===== config.mk =====
export PLATFORM = sky130hd
export DESIGN_NAME = synth_slot_seq
export DESIGN_NICKNAME = d
export VERILOG_FILES = /design/src/rtl/synth_pkg.sv /design/src/rtl/utils.sv /design/src/rtl/synth_slot_cnt.sv /design/src/rtl/synth_slot_seq.sv
export SDC_FILE = /design/constraint.sdc
export NUM_CORES = 1
export LEC_CHECK = 0
export CORE_ASPECT_RATIO = 1.1
export CORE_MARGIN = 2
export CORE_UTILIZATION = 53
export CTS_CLUSTER_SIZE = 20
export DETAILED_ROUTE_END_ITERATION = 8
export PLACE_DENSITY = 0.9
export SYNTH_ARGS = -nofsm -noshare
export SYNTH_HDL_FRONTEND = slang
export SYNTH_HIERARCHICAL = 1
export SYNTH_SLANG_ARGS = --single-unit

===== constraint.sdc =====
create_clock -name AUDIO_CLK -period 7.4 [get_ports AUDIO_CLK]
set_input_delay 1.11 -clock AUDIO_CLK [delete_from_list [all_inputs] [get_ports AUDIO_CLK]]
set_output_delay 1.11 -clock AUDIO_CLK [all_outputs]
set_load 0.01 [all_outputs]

===== src/rtl/synth_pkg.sv =====
// Common types and rules for the synth slot sequencer.
// Holds the FSM state encoding and the voice-count clamp.
package synth_pkg;

    typedef enum logic {
        ST_IDLE = 1'b0,
        ST_RUN  = 1'b1
    } state_e;

    // Zero or out-of-range requests fall back to a full frame.
    function automatic int clamp_voices(input int av, input int voices);
        if (av == 0 || av > voices) begin
            return voices;
        end
        return av;
    endfunction

endpackage


===== src/rtl/utils.sv =====
// Shared elaboration-time helpers.
// Used for sizing counter and index fields.
package utils;

    function automatic int clogb2(input int value);
        int r;
        r = 0;
        for (int i = 0; i < 31; i++) begin
            if ((1 << i) < value) begin
                r = i + 1;
            end
        end
        if (r == 0) begin
            r = 1;
        end
        return r;
    endfunction

endpackage


===== src/rtl/synth_slot_cnt.sv =====
// Cascaded cycle/env/voice slot counter.
// Exposes next-state values so the parent can register its decodes.
module synth_slot_cnt #(
    parameter int V_ENVS      = 16,
    parameter int SLOT_CYCLES = 4,
    parameter int V_WIDTH     = 5,
    parameter int E_WIDTH     = 4,
    parameter int CY_WIDTH    = 2
) (
    input  logic                clk,
    input  logic                rst,
    input  logic                clr,
    input  logic                en,
    input  logic [V_WIDTH-1:0]  last_voice,
    output logic [CY_WIDTH-1:0] cyc_d,
    output logic [E_WIDTH-1:0]  env_d,
    output logic [V_WIDTH-1:0]  voice_d,
    output logic [E_WIDTH-1:0]  env_q,
    output logic [V_WIDTH-1:0]  voice_q,
    output logic                tc
);

    localparam logic [CY_WIDTH-1:0] CYC_LAST = CY_WIDTH'(SLOT_CYCLES - 1);
    localparam logic [E_WIDTH-1:0]  ENV_LAST = E_WIDTH'(V_ENVS - 1);

    logic [CY_WIDTH-1:0] cyc_q;
    logic                cyc_wrap;
    logic                env_wrap;

    assign cyc_wrap = (cyc_q == CYC_LAST);
    assign env_wrap = (env_q == ENV_LAST);
    assign tc       = en && cyc_wrap && env_wrap && (voice_q == last_voice);

    always_comb begin
        cyc_d   = cyc_q;
        env_d   = env_q;
        voice_d = voice_q;
        if (clr) begin
            cyc_d   = '0;
            env_d   = '0;
            voice_d = '0;
        end else if (en) begin
            if (cyc_wrap) begin
                cyc_d = '0;
                if (env_wrap) begin
                    env_d   = '0;
                    voice_d = voice_q + 1'b1;
                end else begin
                    env_d = env_q + 1'b1;
                end
            end else begin
                cyc_d = cyc_q + 1'b1;
            end
        end
    end

    always_ff @(posedge clk) begin
        if (rst) begin
            cyc_q   <= '0;
            env_q   <= '0;
            voice_q <= '0;
        end else begin
            cyc_q   <= cyc_d;
            env_q   <= env_d;
            voice_q <= voice_d;
        end
    end

endmodule


===== src/rtl/synth_slot_seq.sv =====
// Frame sequencer: walks voice/envelope slots once per trigger.
// All outputs are registered from next-state decodes.
module synth_slot_seq
    import synth_pkg::*;
#(
    parameter int VOICES      = 32,
    parameter int V_OSC       = 8,
    parameter int O_ENVS      = 2,
    parameter int SLOT_CYCLES = 4,
    parameter int CHANNELS    = 4,
    localparam int V_ENVS     = V_OSC * O_ENVS,
    localparam int V_WIDTH    = utils::clogb2(VOICES),
    localparam int O_WIDTH    = utils::clogb2(V_OSC),
    localparam int OE_WIDTH   = utils::clogb2(O_ENVS),
    localparam int E_WIDTH    = O_WIDTH + OE_WIDTH,
    localparam int C_WIDTH    = utils::clogb2(CHANNELS)
) (
    input  logic                       AUDIO_CLK,
    input  logic                       reset_reg,
    input  logic                       trig,
    input  logic [V_WIDTH:0]           active_voices,
    input  logic                       ovr_clr,
    output logic                       sCLK_XVXENVS,
    output logic                       sCLK_XVXOSC,
    output logic [V_WIDTH+E_WIDTH-1:0] xxxx,
    output logic [C_WIDTH-1:0]         channel,
    output logic                       xxxx_zero,
    output logic                       run,
    output logic                       frame_done,
    output logic                       overrun
);

    localparam int CY_WIDTH = utils::clogb2(SLOT_CYCLES);
    localparam int VPC      = VOICES / CHANNELS;

    state_e state_q, state_d;
    logic [V_WIDTH:0]   n_q, n_d;
    logic               run_q, run_d;
    logic               envs_q, envs_d;
    logic               osc_q, osc_d;
    logic               zero_q, zero_d;
    logic               done_q, done_d;
    logic               ovr_q, ovr_d;
    logic [C_WIDTH-1:0] chan_q, chan_d;

    logic                cnt_clr;
    logic                cnt_en;
    logic                tc;
    logic [CY_WIDTH-1:0] cyc_d;
    logic [E_WIDTH-1:0]  env_d, env_q;
    logic [V_WIDTH-1:0]  voice_d, voice_q;
    logic [V_WIDTH-1:0]  last_voice;

    assign last_voice = V_WIDTH'(n_q - 1'b1);
    assign cnt_en     = (state_q == ST_RUN);
    assign cnt_clr    = (state_q != ST_RUN) || tc;

    synth_slot_cnt #(
        .V_ENVS      (V_ENVS),
        .SLOT_CYCLES (SLOT_CYCLES),
        .V_WIDTH     (V_WIDTH),
        .E_WIDTH     (E_WIDTH),
        .CY_WIDTH    (CY_WIDTH)
    ) u_cnt (
        .clk        (AUDIO_CLK),
        .rst        (reset_reg),
        .clr        (cnt_clr),
        .en         (cnt_en),
        .last_voice (last_voice),
        .cyc_d      (cyc_d),
        .env_d      (env_d),
        .voice_d    (voice_d),
        .env_q      (env_q),
        .voice_q    (voice_q),
        .tc         (tc)
    );

    always_comb begin
        state_d = state_q;
        n_d     = n_q;
        unique case (state_q)
            ST_IDLE: begin
                if (trig) begin
                    state_d = ST_RUN;
                    n_d     = (V_WIDTH+1)'(clamp_voices(int'(active_voices), VOICES));
                end
            end
            ST_RUN: begin
                if (tc) begin
                    state_d = ST_IDLE;
                end
            end
        endcase
    end

    // Strobes are decoded from next-state so they line up with xxxx.
    always_comb begin
        run_d  = (state_d == ST_RUN);
        envs_d = run_d && (cyc_d == '0);
        osc_d  = envs_d && (env_d[OE_WIDTH-1:0] == '0);
        zero_d = envs_d && (env_d == '0) && (voice_d == '0);
        done_d = (state_q == ST_RUN) && tc;
        chan_d = run_d ? C_WIDTH'(int'(voice_d) / VPC) : '0;
        ovr_d  = ovr_q;
        if (state_q == ST_RUN && trig) begin
            ovr_d = 1'b1;
        end else if (ovr_clr) begin
            ovr_d = 1'b0;
        end
    end

    always_ff @(posedge AUDIO_CLK) begin
        if (reset_reg) begin
            state_q <= ST_IDLE;
            n_q     <= (V_WIDTH+1)'(VOICES);
            run_q   <= 1'b0;
            envs_q  <= 1'b0;
            osc_q   <= 1'b0;
            zero_q  <= 1'b0;
            done_q  <= 1'b0;
            ovr_q   <= 1'b0;
            chan_q  <= '0;
        end else begin
            state_q <= state_d;
            n_q     <= n_d;
            run_q   <= run_d;
            envs_q  <= envs_d;
            osc_q   <= osc_d;
            zero_q  <= zero_d;
            done_q  <= done_d;
            ovr_q   <= ovr_d;
            chan_q  <= chan_d;
        end
    end

    assign sCLK_XVXENVS = envs_q;
    assign sCLK_XVXOSC  = osc_q;
    assign xxxx         = {voice_q, env_q};
    assign channel      = chan_q;
    assign xxxx_zero    = zero_q;
    assign run          = run_q;
    assign frame_done   = done_q;
    assign overrun      = ovr_q;

endmodule


==> run summary, run 1 <==
========================================================================================
Total global routing overflow .............................................            0
Type of the worst setup path ..............................................   reg -> reg
Overall die height ........................................................      54.5 um
Count of nets left with antenna violations after detail routing ...........            0
Cells resized by post-CTS repair ..........................................            0
N_diodes ..................................................................            0
Total via count after detailed routing ....................................         1078
Wire length of the first global-routing pass ..............................      4460 um
Post-synthesis cell type count ............................................           37
Net count after synthesis .................................................          158
Avg Inst Size Synth .......................................................     8.53 um2
Count of standard-cell rows ...............................................           18
Most common cell after layout, fill and taps aside ........................ sky130_fd_sc_hd__clkdlybuf4s50_1
Layout filler cell count ..................................................          168
Data required time at the worst endpoint ..................................      7.68 ns
Share of async-settable or async-resettable flops after synthesis .........            0
Number of maximum-capacitance constraint violations .......................            0
Area share of fa/ha/maj cells after synthesis .............................       0.0407
Max-slew violation total from the final report ............................            0
Part of the total power dissipated in sequential elements .................        0.520
Average wire length per cell after detail routing .........................      13.2 um
P_sw ......................................................................  0.0000581 W
Die width .................................................................      49.9 um
Design Power ..............................................................   0.000261 W
Largest net degree at the start of global routing .........................           19
Number of synthesized register bits .......................................           24
Final Skew ................................................................   0.00638 ns
TritonCTS clock tree ......................................................        built
Path category of the worst min-delay check ................................   reg -> reg
Fraction of synthesized area in multiplexers ..............................       0.0509
Number of sinks driven by the clock tree ..................................           24
Total Die Area ............................................................     2720 um2
Most used DFF post-synth .................................................. sky130_fd_sc_hd__dfxtp_1
Clock root buffer master .................................................. sky130_fd_sc_hd__clkbuf_4
Count of routing violations after the opening detailed-route iteration ....           10
Number of instances in the synthesized netlist ............................          144
Final Wtd Congestion ......................................................        0.823
Unrepaired setup endpoints after global routing ...........................        false
Number of buffers on the longest clock path ...............................            2
Maximum fanout along the worst path .......................................           18
Syn-to-layout area delta ..................................................        26.6%
Aggregate routed wire length ..............................................      2630 um
Number of global-route vias before repair .................................         1086
Buffers inserted by post-CTS timing repair ................................            0
Insertion delay of the later-clocked pin in the worst-skew pair ...........      0.33 ns
Number of enable flip-flop cells after synthesis ..........................            0
Total setup violations reported at the end of the flow ....................            0
Total standard cell area after synthesis ..................................     1230 um2
Most frequent cells in the layout ......................................... 26 x sky130_fd_sc_hd__clkdlybuf4s50_1, 24 x sky130_fd_sc_hd__dfxtp_1, 16 x sky130_fd_sc_hd__a21oi_1
Area share of and/or/nand/nor cells after synthesis .......................        0.327
Clock-pin slew on the worst setup and hold paths ..........................      0.13 ns
Yosys warning count .......................................................            6
Outcome ................................................................... finished, final reports clean
Clock power frac ..........................................................        0.368
Number of antenna violations at the first check in global routing .........            0
Pre-Repair DR Iteration Count .............................................            4
Buffers on Ports ..........................................................           26
Final cycle utilization of the critical path ..............................        0.399
Inserted Clock Buffers ....................................................            3
Compound-cell area share of the yosys netlist .............................       0.0876
Largest family of logic cells by synthesized area ......................... simple AND/OR/NAND/NOR gates
Post-route DRC ............................................................            0
Sequential cell area fraction in the yosys report .........................        0.391
Share of layout cells above drive strength 1 ..............................       0.0769
Total Nets Final ..........................................................          184
Core Box Area .............................................................     2230 um2
Number of placed I/O pins .................................................           27
Routed via count divided by cell count ....................................         5.42
Worst-case reg-to-reg path depth ..........................................           12
Min-Delay Path Depth ......................................................            2
Data arrival time of the worst path .......................................      3.24 ns
Leakage power summed over all cells .......................................     0.538 nW
Share of total power in combinational logic ...............................        0.112
Fraction of power spent switching nets ....................................        0.222
Xor and xnor area share after synthesis ...................................       0.0713
Count of final hold-check violations ......................................            0
Pint ......................................................................   0.000203 W
Level count of the clock H-tree ...........................................            1
Kind of end point of the critical path ....................................     register
Total Neg Setup Slack .....................................................         0 ns
Pwr dens ..................................................................   168 nW/um2
Worst slew slack as a fraction of its limit ...............................        0.599
Maximum frequency from static timing analysis .............................      338 MHz
Launching element type of the critical path ...............................     register
Tightest Pin Transition ...................................................     0.601 ns
Global router's overall resource usage ....................................        0.218
Initial standard-cell utilization of the core .............................        0.551
Worst-case vdd ir drop ....................................................   0.000141 V
Total half-perimeter wirelength after legalization and detailed placement .      2000 um
Hold_buf cts ..............................................................            0
Clock period minus worst slack ............................................      2.96 ns
========================================================================================
synthesized netlist by cell type, types with 2 or more instances:
master,number,area share
sky130_fd_sc_hd__o21ai_1,3,0.012
sky130_fd_sc_hd__nand3_1,4,0.016
sky130_fd_sc_hd__nor3_1,4,0.016
sky130_fd_sc_hd__inv_1,4,0.012
sky130_fd_sc_hd__xor2_1,2,0.014
sky130_fd_sc_hd__nor2_1,14,0.043
sky130_fd_sc_hd__nand3b_1,5,0.031
sky130_fd_sc_hd__mux2_1,2,0.018
sky130_fd_sc_hd__or3_1,4,0.020
sky130_fd_sc_hd__nor3_2,2,0.016
sky130_fd_sc_hd__xnor2_1,8,0.057
sky130_fd_sc_hd__dfxtp_1,24,0.39
sky130_fd_sc_hd__nand2_1,15,0.046
sky130_fd_sc_hd__clkbuf_1,3,0.0092
sky130_fd_sc_hd__and2_1,3,0.015
sky130_fd_sc_hd__nor4_1,3,0.015
sky130_fd_sc_hd__ha_1,4,0.041
sky130_fd_sc_hd__mux2i_1,4,0.033
sky130_fd_sc_hd__nand4_1,2,0.010
sky130_fd_sc_hd__a21oi_1,16,0.065
sky130_fd_sc_hd__nand2b_1,2,0.010
flip-flops by register name, indices dropped and copies added (netlist names):
signal and count:
n_q 5, u_cnt/voice_q 5, u_cnt/env_q 4, channel 2, u_cnt/cyc_q 2, frame_done 1
overrun 1, run 1, sCLK_XVXENVS 1, sCLK_XVXOSC 1, xxxx_zero 1
layout make-up:
class                      count  area [um2]  share of cell area
multi-input combinational    111         709               0.456
sequential                    24         480               0.309
timing repair buffer          26         260               0.167
tap                           30        37.5              0.0241
clock inverter                 1        30.0              0.0193
clock buffer                   3        22.5              0.0145
inverter                       4        15.0             0.00965
cell families after synthesis:
| logic type | count (synthesis) |
|---|---|
| and+or+nand+nor | 70 |
| xor gates and xnor gates | 10 |
| AOI/OAI and AO/OA | 21 |
| adders and majority gates | 4 |
| buffers and inverters | 9 |
| DFF | 24 |
| muxes | 6 |
path summary, 6_finish.rpt:
| check | from | to | slack [ns] |
|---|---|---|---|
| setup reg to reg | n_q[0] | xxxx_zero | 4.44 |
| setup / recovery | n_q[0] | xxxx_zero | 4.44 |
| hold / removal | n_q[0] | n_q[0] | 0.48 |
| hold reg to reg | n_q[0] | n_q[0] | 0.48 |
metal layers:
layer,part of all wire,global-route usage,routed length [um],up-vias
li1,-,-,-,542
met1,0.40,0.227,1050,499
met2,0.55,0.438,1440,32
met3,0.032,0.0273,84,5
met4,0.018,0.106,48,0
met5,0,0,0,-
power by group through the flow:
stage | clock (W) | combinational, W | sequential [W]
2_1_floorplan | 0 | 0.0000178 | 0.000138
3_3_place_gp | 0 | 0.0000278 | 0.000138
3_5_place_dp | 0 | 0.0000292 | 0.000139
4_1_cts | 0.0000978 | 0.0000293 | 0.000136
5_1_grt | 0.000103 | 0.0000323 | 0.000137
6_report | 0.0000960 | 0.0000293 | 0.000136
critical path, cell delays in order (launching register included):
cell and delay [ns]:
sky130_fd_sc_hd__dfxtp_1 0.37, sky130_fd_sc_hd__inv_1 0.08, sky130_fd_sc_hd__ha_1 0.23, sky130_fd_sc_hd__nand2_1 0.09
sky130_fd_sc_hd__xnor2_1 0.13, sky130_fd_sc_hd__xnor2_1 0.14, sky130_fd_sc_hd__nand3_1 0.10, sky130_fd_sc_hd__nor4_1 0.35
sky130_fd_sc_hd__or2b_1 0.50, sky130_fd_sc_hd__nor2_1 0.10, sky130_fd_sc_hd__mux2_1 0.34, sky130_fd_sc_hd__nor4_1 0.27
sky130_fd_sc_hd__and4_1 0.22
through the flow:
step | utilization | area (um2) | hold slack, ns | setup WS, ns | instances
2_1_floorplan | - | 1230 | 0.444 | 4.93 | 144
3_3_place_gp | 0.674 | 1500 | 0.456 | 4.77 | 195
3_5_place_dp | 0.674 | 1500 | 0.467 | 4.51 | 195
4_1_cts | 0.698 | 1560 | 0.484 | 4.46 | 199
5_1_grt | 0.698 | 1560 | 0.502 | 4.15 | 199
6_report | 0.698 | 1560 | 0.481 | 4.44 | 199
No activity file was read; power rests on OpenSTA's default activity.
==> inputs of run 2 (changes only) <==
- CORE_UTILIZATION: 53 -> 44
- PLACE_DENSITY: 0.9 -> 0.81
- clock period: 7.4 -> 2.6 ns (I/O delays scaled with it)
==> run 2 against run 1 <==
Combinational power increased to 3.3 times the previous value. Die area increased by 19%. Final cell count rose by 4.0%. Register-to-register slack worse by 4.3 ns. Highest routed layer unchanged. Non-clock buffer count grew 5.
==> run summary, run 2 (synthesis results as in run 1) <==
========================================================================================
Terminus of the critical flop-to-flop path ................................    xxxx_zero
Routed via count divided by cell count ....................................         5.45   +0.68%
Layout filler cell count ..................................................          270   +61%
Die width .................................................................      54.4 um   +9.0%
Number of global-route vias before repair .................................         1074   -1.1%
Finished Layout Cells .....................................................          207   +4.0%
Count of routing violations after the opening detailed-route iteration ....           21   +11
Post-route DRC ............................................................            0   unchanged
Outcome ................................................................... finished, final reports clean
Detailed route wirelength on metal2 .......................................      1380 um   -4.2%
Insertion delay of the later-clocked pin in the worst-skew pair ...........      0.32 ns   about the same
Min-Delay Path Depth ......................................................            2   unchanged
CP max-delay cell ......................................................... sky130_fd_sc_hd__dfxtp_1
Kind of end point of the critical path ....................................     register
Kind of cell adding the most delay to the critical path ................... simple AND/OR/NAND/NOR gates
Max-slew violation total from the final report ............................            0   unchanged
Wire length of the first global-routing pass ..............................      4480 um   +0.47%
Count of nets left with antenna violations after detail routing ...........            0   unchanged
Tightest Pin Transition ...................................................     0.522 ns   -0.0789 ns
TritonCTS clock tree ......................................................        built
Worst-case reg-to-reg path depth ..........................................           12   unchanged
Data arrival time of the worst path .......................................      2.69 ns   -0.55 ns
Total instance count after detailed placement .............................          200   +2.6%
Data required time at the worst endpoint ..................................      2.87 ns   -4.81 ns
Initial standard-cell utilization of the core .............................        0.455   -0.0964
Number of placed I/O pins .................................................           27   unchanged
Number of maximum-capacitance constraint violations .......................            0   unchanged
Startpoint of the most critical hold path .................................       n_q[4]
Part of the total power dissipated in sequential elements .................        0.510   -0.010
Level count of the clock H-tree ...........................................            1   unchanged
Pwr dens ..................................................................   466 nW/um2   +180%
Total length of routed met3 wires .........................................       131 um   +56%
Global router's overall resource usage ....................................        0.186   -0.0315
Syn-to-layout area delta ..................................................        30.8%
Top layer used by detailed routing ........................................         met4
Overall die height ........................................................      59.4 um   +9.0%
Maximum fanout along the worst path .......................................            7   -11
Maximum frequency from static timing analysis .............................      414 MHz   +22%
Pre-Repair DR Iteration Count .............................................            4   unchanged
Final cycle utilization of the critical path ..............................        0.930   +0.531
Footprint of the multi-input gates ........................................      719 um2   +1.4%
Inserted Clock Buffers ....................................................            3   unchanged
FF+latch area .............................................................      480 um2   unchanged
P_sw ......................................................................   0.000164 W   +180%
Pint ......................................................................   0.000585 W   +190%
Final Skew ................................................................   0.00160 ns   -0.00478 ns
Clock-pin slew on the worst setup and hold paths ..........................      0.13 ns   about the same
Hold Path End .............................................................       n_q[4]
Number of sinks driven by the clock tree ..................................           24   unchanged
Design Power ..............................................................   0.000749 W   +190%
Metal-1 WL ................................................................      1120 um   +7.3%
Path category of the worst min-delay check ................................   reg -> reg
Total global routing overflow .............................................            0   unchanged
Worst-case vdd ir drop ....................................................   0.000292 V   +110%
Most Frequent Cell on Critical Path ....................................... sky130_fd_sc_hd__xnor2_1
Total setup violations reported at the end of the flow ....................            0   unchanged
Launching element type of the critical path ...............................     register
Area of all placed cells without fillers ..................................     1610 um2   +3.3%
Total Neg Setup Slack .....................................................         0 ns   unchanged
Total half-perimeter wirelength after legalization and detailed placement .      1990 um   -0.15%
Number of buffers on the longest clock path ...............................            2   unchanged
Buffers plus inverters on the worst setup path ............................            1   unchanged
Flop-to-flop setup slack ..................................................      0.18 ns   -4.26 ns
Largest registers ......................................................... n_q (5), u_cnt/voice_q (5), u_cnt/env_q (4)
Average wire length per cell after detail routing .........................      13.0 um   -1.6%
Total Die Area ............................................................     3230 um2   +19%
Count of standard-cell rows ...............................................           20   +2
Share of total power in combinational logic ...............................        0.129   +0.017
Clock period minus worst slack ............................................      2.42 ns   -0.538 ns
Aggregate routed wire length ..............................................      2690 um   +2.3%
List of cells traversed by the critical path .............................. inv_1 -> ha_1 -> nand2_1 -> xnor2_1 -> xnor2_1 -> nand3_1 -> nor4_2 -> or2b_4 -> nor2_1 -> mux2_1 -> nor4_1 -> and4_1
Worst R2R Start ...........................................................       n_q[0]
Most frequent cells in the layout ......................................... 26 x sky130_fd_sc_hd__clkdlybuf4s50_1, 24 x sky130_fd_sc_hd__dfxtp_1, 16 x sky130_fd_sc_hd__a21oi_1
Worst setup path startpoint ...............................................       n_q[0]
Worst slew slack as a fraction of its limit ...............................        0.651   +0.0521
Clock power frac ..........................................................        0.361   -0.007
Total via count after detailed routing ....................................         1129   +4.7%
Slowest stage delay, CP ...................................................      0.38 ns   -0.12 ns
Count of final hold-check violations ......................................            0   unchanged
Clock root buffer master .................................................. sky130_fd_sc_hd__clkbuf_4
Unrepaired setup endpoints after global routing ...........................        false
Leakage power summed over all cells .......................................     0.563 nW   +4.6%
Final core utilization ....................................................        0.594   -0.103
Most common cell after layout, fill and taps aside ........................ sky130_fd_sc_hd__clkdlybuf4s50_1
Total placed instance area ................................................     1520 um2   +1.2%
Largest net degree at the start of global routing .........................           16   -3
Core Box Area .............................................................     2700 um2   +21%
Hold_buf cts ..............................................................            0   unchanged
Buffers on Ports ..........................................................           26   unchanged
Type of the worst setup path ..............................................   reg -> reg
Total Nets Final ..........................................................          189   +2.7%
Number of antenna violations at the first check in global routing .........            0   unchanged
Fraction of power spent switching nets ....................................        0.219   -0.00387
N_diodes ..................................................................            0   unchanged
Final Wtd Congestion ......................................................        0.871   +5.8%
Share of layout cells above drive strength 1 ..............................        0.115   +0.0380
========================================================================================
-- run 2: timing repair --
item / 4_1_cts / 5_1_grt
pin swaps: 0 / 1
endpoints found under the setup margin: 1 / 1
endpoints found under the hold margin: 0 / 0
buffers inserted: 2 / 1
gates resized for setup: 0 / 2
-- run 2: worst max path at each step --
stage,endpoint,slack [ns],cells past startpoint
2_1_floorplan,xxxx_zero,0.13,13
3_3_place_gp,xxxx_zero,0.11,12
3_5_place_dp,xxxx_zero,0.008,12
4_1_cts,xxxx_zero,0.01,12
5_1_grt,xxxx_zero,0.05,12
6_report,xxxx_zero,0.18,12
-- run 2: metrics by stage --
step,worst slack (ns),hold WS (ns)
floorplan,0.131,0.444
global placement,0.111,0.456
detailed placement,0.00766,0.474
CTS,0.0113,0.493
global route,0.0452,0.504
finish,0.182,0.491
-- run 2: metal layers --
metal / vias to the layer above / GRT usage
met2: 38 / 0.325
met5: - / 0
li1: 553 / -
met1: 532 / 0.221
met4: 0 / 0.0821
met3: 6 / 0.0253
-- run 2: power groups by stage --
stage / logic, W / registers (W) / clock network [W]
2_1_floorplan: 0.0000508 / 0.000393 / 0
3_3_place_gp: 0.0000871 / 0.000390 / 0
3_5_place_dp: 0.0000904 / 0.000390 / 0
4_1_cts: 0.0000939 / 0.000382 / 0.000277
5_1_grt: 0.000106 / 0.000383 / 0.000291
6_report: 0.0000964 / 0.000382 / 0.000270
-- run 2: cell type report --
class                      instances  share of cell area
multi-input combinational        111               0.448
sequential                        24               0.299
timing repair buffer              31               0.185
tap                               33              0.0257
clock inverter                     1              0.0187
clock buffer                       3              0.0140
inverter                           4             0.00935
-- run 2: worst register-to-register path, stage by stage, from the launching register on --
cell and delay (ns):
sky130_fd_sc_hd__dfxtp_1 0.38, sky130_fd_sc_hd__inv_1 0.07, sky130_fd_sc_hd__ha_1 0.22, sky130_fd_sc_hd__nand2_1 0.07, sky130_fd_sc_hd__xnor2_1 0.13, sky130_fd_sc_hd__xnor2_1 0.14, sky130_fd_sc_hd__nand3_1 0.11, sky130_fd_sc_hd__nor4_2 0.21
sky130_fd_sc_hd__or2b_4 0.21, sky130_fd_sc_hd__nor2_1 0.05, sky130_fd_sc_hd__mux2_1 0.31, sky130_fd_sc_hd__nor4_1 0.24, sky130_fd_sc_hd__and4_1 0.21
==> inputs of run 3 (changes only) <==
- CORE_UTILIZATION: 44 -> 35
- CTS_CLUSTER_DIAMETER: default -> 50
- PLACE_DENSITY: 0.81 -> 0.68
==> run 3 against run 2 <==
Wire length shrank 2.4%. Fmax shrank 2.1%. Combinational power grew 2%. Critical path depth grew 1. Critical path type unchanged. Utilization shrank 10 points. Largest power group unchanged. Clock-buffer cell count is the same. First-iteration DRC count grew 130%. Non-clock buffer count grew 2. Worst setup slack lost 0.051 ns. Highest routed layer unchanged. Via count shrank 3.7%. Worst hold slack lost 0.0013 ns.
==> run summary, run 3 (synthesis results as in run 1) <==
========================================================================================
Outcome ................................................................... finished, final reports clean
Met2 usage ................................................................        0.261   -0.0644
Aggregate routed wire length ..............................................      2620 um   -2.4%
Share of layout cells above drive strength 1 ..............................        0.131   +0.0157
Wire length of the first global-routing pass ..............................      4460 um   -0.31%
Total global routing overflow .............................................            0   unchanged
Maximum frequency from static timing analysis .............................      405 MHz   -2.1%
Tightest Pin Transition ...................................................     0.489 ns   -0.0328 ns
Total via count after detailed routing ....................................         1087   -3.7%
Final cycle utilization of the critical path ..............................        0.950   +0.0197
Met3 usage in global routing ..............................................       0.0372   +0.0119
Number of buffers on the longest clock path ...............................            2   unchanged
Clock-pin slew on the worst setup and hold paths ..........................      0.13 ns   about the same
Pwr dens ..................................................................   449 nW/um2   -3.6%
Total setup violations reported at the end of the flow ....................            0   unchanged
Initial standard-cell utilization of the core .............................        0.366   -0.0888
Routed via count divided by cell count ....................................         4.85   -11%
Number of placed I/O pins .................................................           27   unchanged
Total Die Area ............................................................     4000 um2   +24%
Number of maximum-capacitance constraint violations .......................            0   unchanged
Die width .................................................................      60.5 um   +11%
Level count of the clock H-tree ...........................................            1   unchanged
Most frequent cells in the layout ......................................... 26 x sky130_fd_sc_hd__clkdlybuf4s50_1, 24 x sky130_fd_sc_hd__dfxtp_1, 16 x sky130_fd_sc_hd__a21oi_1
Clock period minus worst slack ............................................      2.47 ns   +0.0513 ns
Insertion delay of the later-clocked pin in the worst-skew pair ...........      0.31 ns   about the same
Leakage power summed over all cells .......................................     0.592 nW   +5.3%
Number of sinks driven by the clock tree ..................................           24   unchanged
Clock root buffer master .................................................. sky130_fd_sc_hd__clkbuf_4
Data arrival time of the worst path .......................................      2.73 ns   +0.04 ns
Final core utilization ....................................................        0.494   -0.100
Final Wtd Congestion ......................................................        0.812   -6.8%
N_diodes ..................................................................            0   unchanged
Type of the worst setup path ..............................................   reg -> reg
Largest registers ......................................................... n_q (5), u_cnt/voice_q (5), u_cnt/env_q (4)
Kind of end point of the critical path ....................................     register
Buffers on Ports ..........................................................           26   unchanged
Count of nets left with antenna violations after detail routing ...........            0   unchanged
Launching element type of the critical path ...............................     register
Total Nets Final ..........................................................          191   +1.1%
Total half-perimeter wirelength after legalization and detailed placement .      1970 um   -1.3%
Area of all placed cells without fillers ..................................     1660 um2   +3.3%
Overall die height ........................................................      66.1 um   +11%
Syn-to-layout area delta ..................................................        35.0%
Met1 Resource Use GR ......................................................        0.163   -0.0579
Total instance count after detailed placement .............................          215   +7.5%
Most congested layer reported by global routing ...........................         met2
Max-slew violation total from the final report ............................            0   unchanged
Hold_buf cts ..............................................................            0   unchanged
Inserted Clock Buffers ....................................................            3   unchanged
Count of standard-cell rows ...............................................           22   +10%
Total Neg Setup Slack .....................................................         0 ns   unchanged
Pre-Repair DR Iteration Count .............................................            5   +1
Count of routing violations after the opening detailed-route iteration ....           49   +130%
Count of final hold-check violations ......................................            0   unchanged
Final Skew ................................................................   0.00537 ns   +0.00376 ns
Number of antenna violations at the first check in global routing .........            0   unchanged
Global router's overall resource usage ....................................        0.144   -0.0422
Largest net degree at the start of global routing .........................           16   unchanged
Data required time at the worst endpoint ..................................      2.86 ns   about the same
Path category of the worst min-delay check ................................   reg -> reg
Worst slew slack as a fraction of its limit ...............................        0.673   +0.0220
Post-route DRC ............................................................            0   unchanged
Average wire length per cell after detail routing .........................      11.7 um   -9.8%
TritonCTS clock tree ......................................................        built
Most common cell after layout, fill and taps aside ........................ sky130_fd_sc_hd__clkdlybuf4s50_1
Core Box Area .............................................................     3360 um2   +24%
Worst-case vdd ir drop ....................................................   0.000173 V   -41%
Maximum fanout along the worst path .......................................            5   -2
Number of global-route vias before repair .................................         1097   +2.1%
Finished Layout Cells .....................................................          224   +8.2%
Total placed instance area ................................................     1540 um2   +1.2%
========================================================================================
[run 3: cell types whose count changed in the layout (fill, tap and decap cells not counted), sizes merged]
cell	previous run	this run
buf	5	7
[run 3: worst paths after layout]
check	from	to	slack [ns]	cells past startpoint
min reg2reg	overrun	overrun	0.49	2
max	n_q[0]	xxxx_zero	0.13	13
max reg2reg	n_q[0]	xxxx_zero	0.13	13
min	overrun	overrun	0.49	2
[run 3: area by class of cell]
cell class              instances  area (um2)
fillers                       355        1700
multi-input cells             111         738
flip-flops and latches         24         480
repair buffers                 33         313
well taps                      48        60.1
clock inverters                 1        30.0
clock buffers                   3        22.5
inverters                       4        15.0
[run 3: stage by stage]
step | setup WS, ns | power [W] | hold WS, ns
after detailed placement | -0.0698 | 0.000480 | 0.465
final | 0.131 | 0.000745 | 0.489
after global placement | 0.122 | 0.000478 | 0.457
after global routing | -0.0240 | 0.000777 | 0.511
after floorplan | 0.131 | 0.000444 | 0.444
after CTS | 0.0515 | 0.000751 | 0.482
[run 3: power breakdown]
part	total (W)	switching, W	internal (W)
clock network	0.000265	0.000109	0.000156
registers	0.000382	0.00000502	0.000377
logic	0.0000982	0.0000446	0.0000537
total	0.000745	0.000159	0.000586
[run 3: per-layer routing]
metal / routed length [um] / part of all wire / vias to the layer above
met5: 0 / 0 / -
met4: 16 / 0.0061 / 0
met3: 104 / 0.040 / 2
met2: 1340 / 0.51 / 26
met1: 1160 / 0.44 / 497
li1: - / - / 562
[run 3: what timing repair did]
action | 4_1_cts | 5_1_grt
endpoints found under the setup margin | 1 | 1
setup buffers | 3 | 2
resized for setup | 1 | 3
pin swaps | 0 | 1
[run 3: worst max-delay path, cell delays in order (launching register included)]
cell	delay, ns
sky130_fd_sc_hd__dfxtp_1	0.38
sky130_fd_sc_hd__inv_1	0.08
sky130_fd_sc_hd__ha_1	0.22
sky130_fd_sc_hd__nand2_1	0.11
sky130_fd_sc_hd__xnor2_2	0.12
sky130_fd_sc_hd__xnor2_1	0.14
sky130_fd_sc_hd__nand3_1	0.14
sky130_fd_sc_hd__nor4_4	0.17
sky130_fd_sc_hd__or2b_1	0.23
sky130_fd_sc_hd__buf_4	0.15
sky130_fd_sc_hd__nor2_1	0.04
sky130_fd_sc_hd__mux2_1	0.33
sky130_fd_sc_hd__nor4_2	0.12
sky130_fd_sc_hd__and4_1	0.21
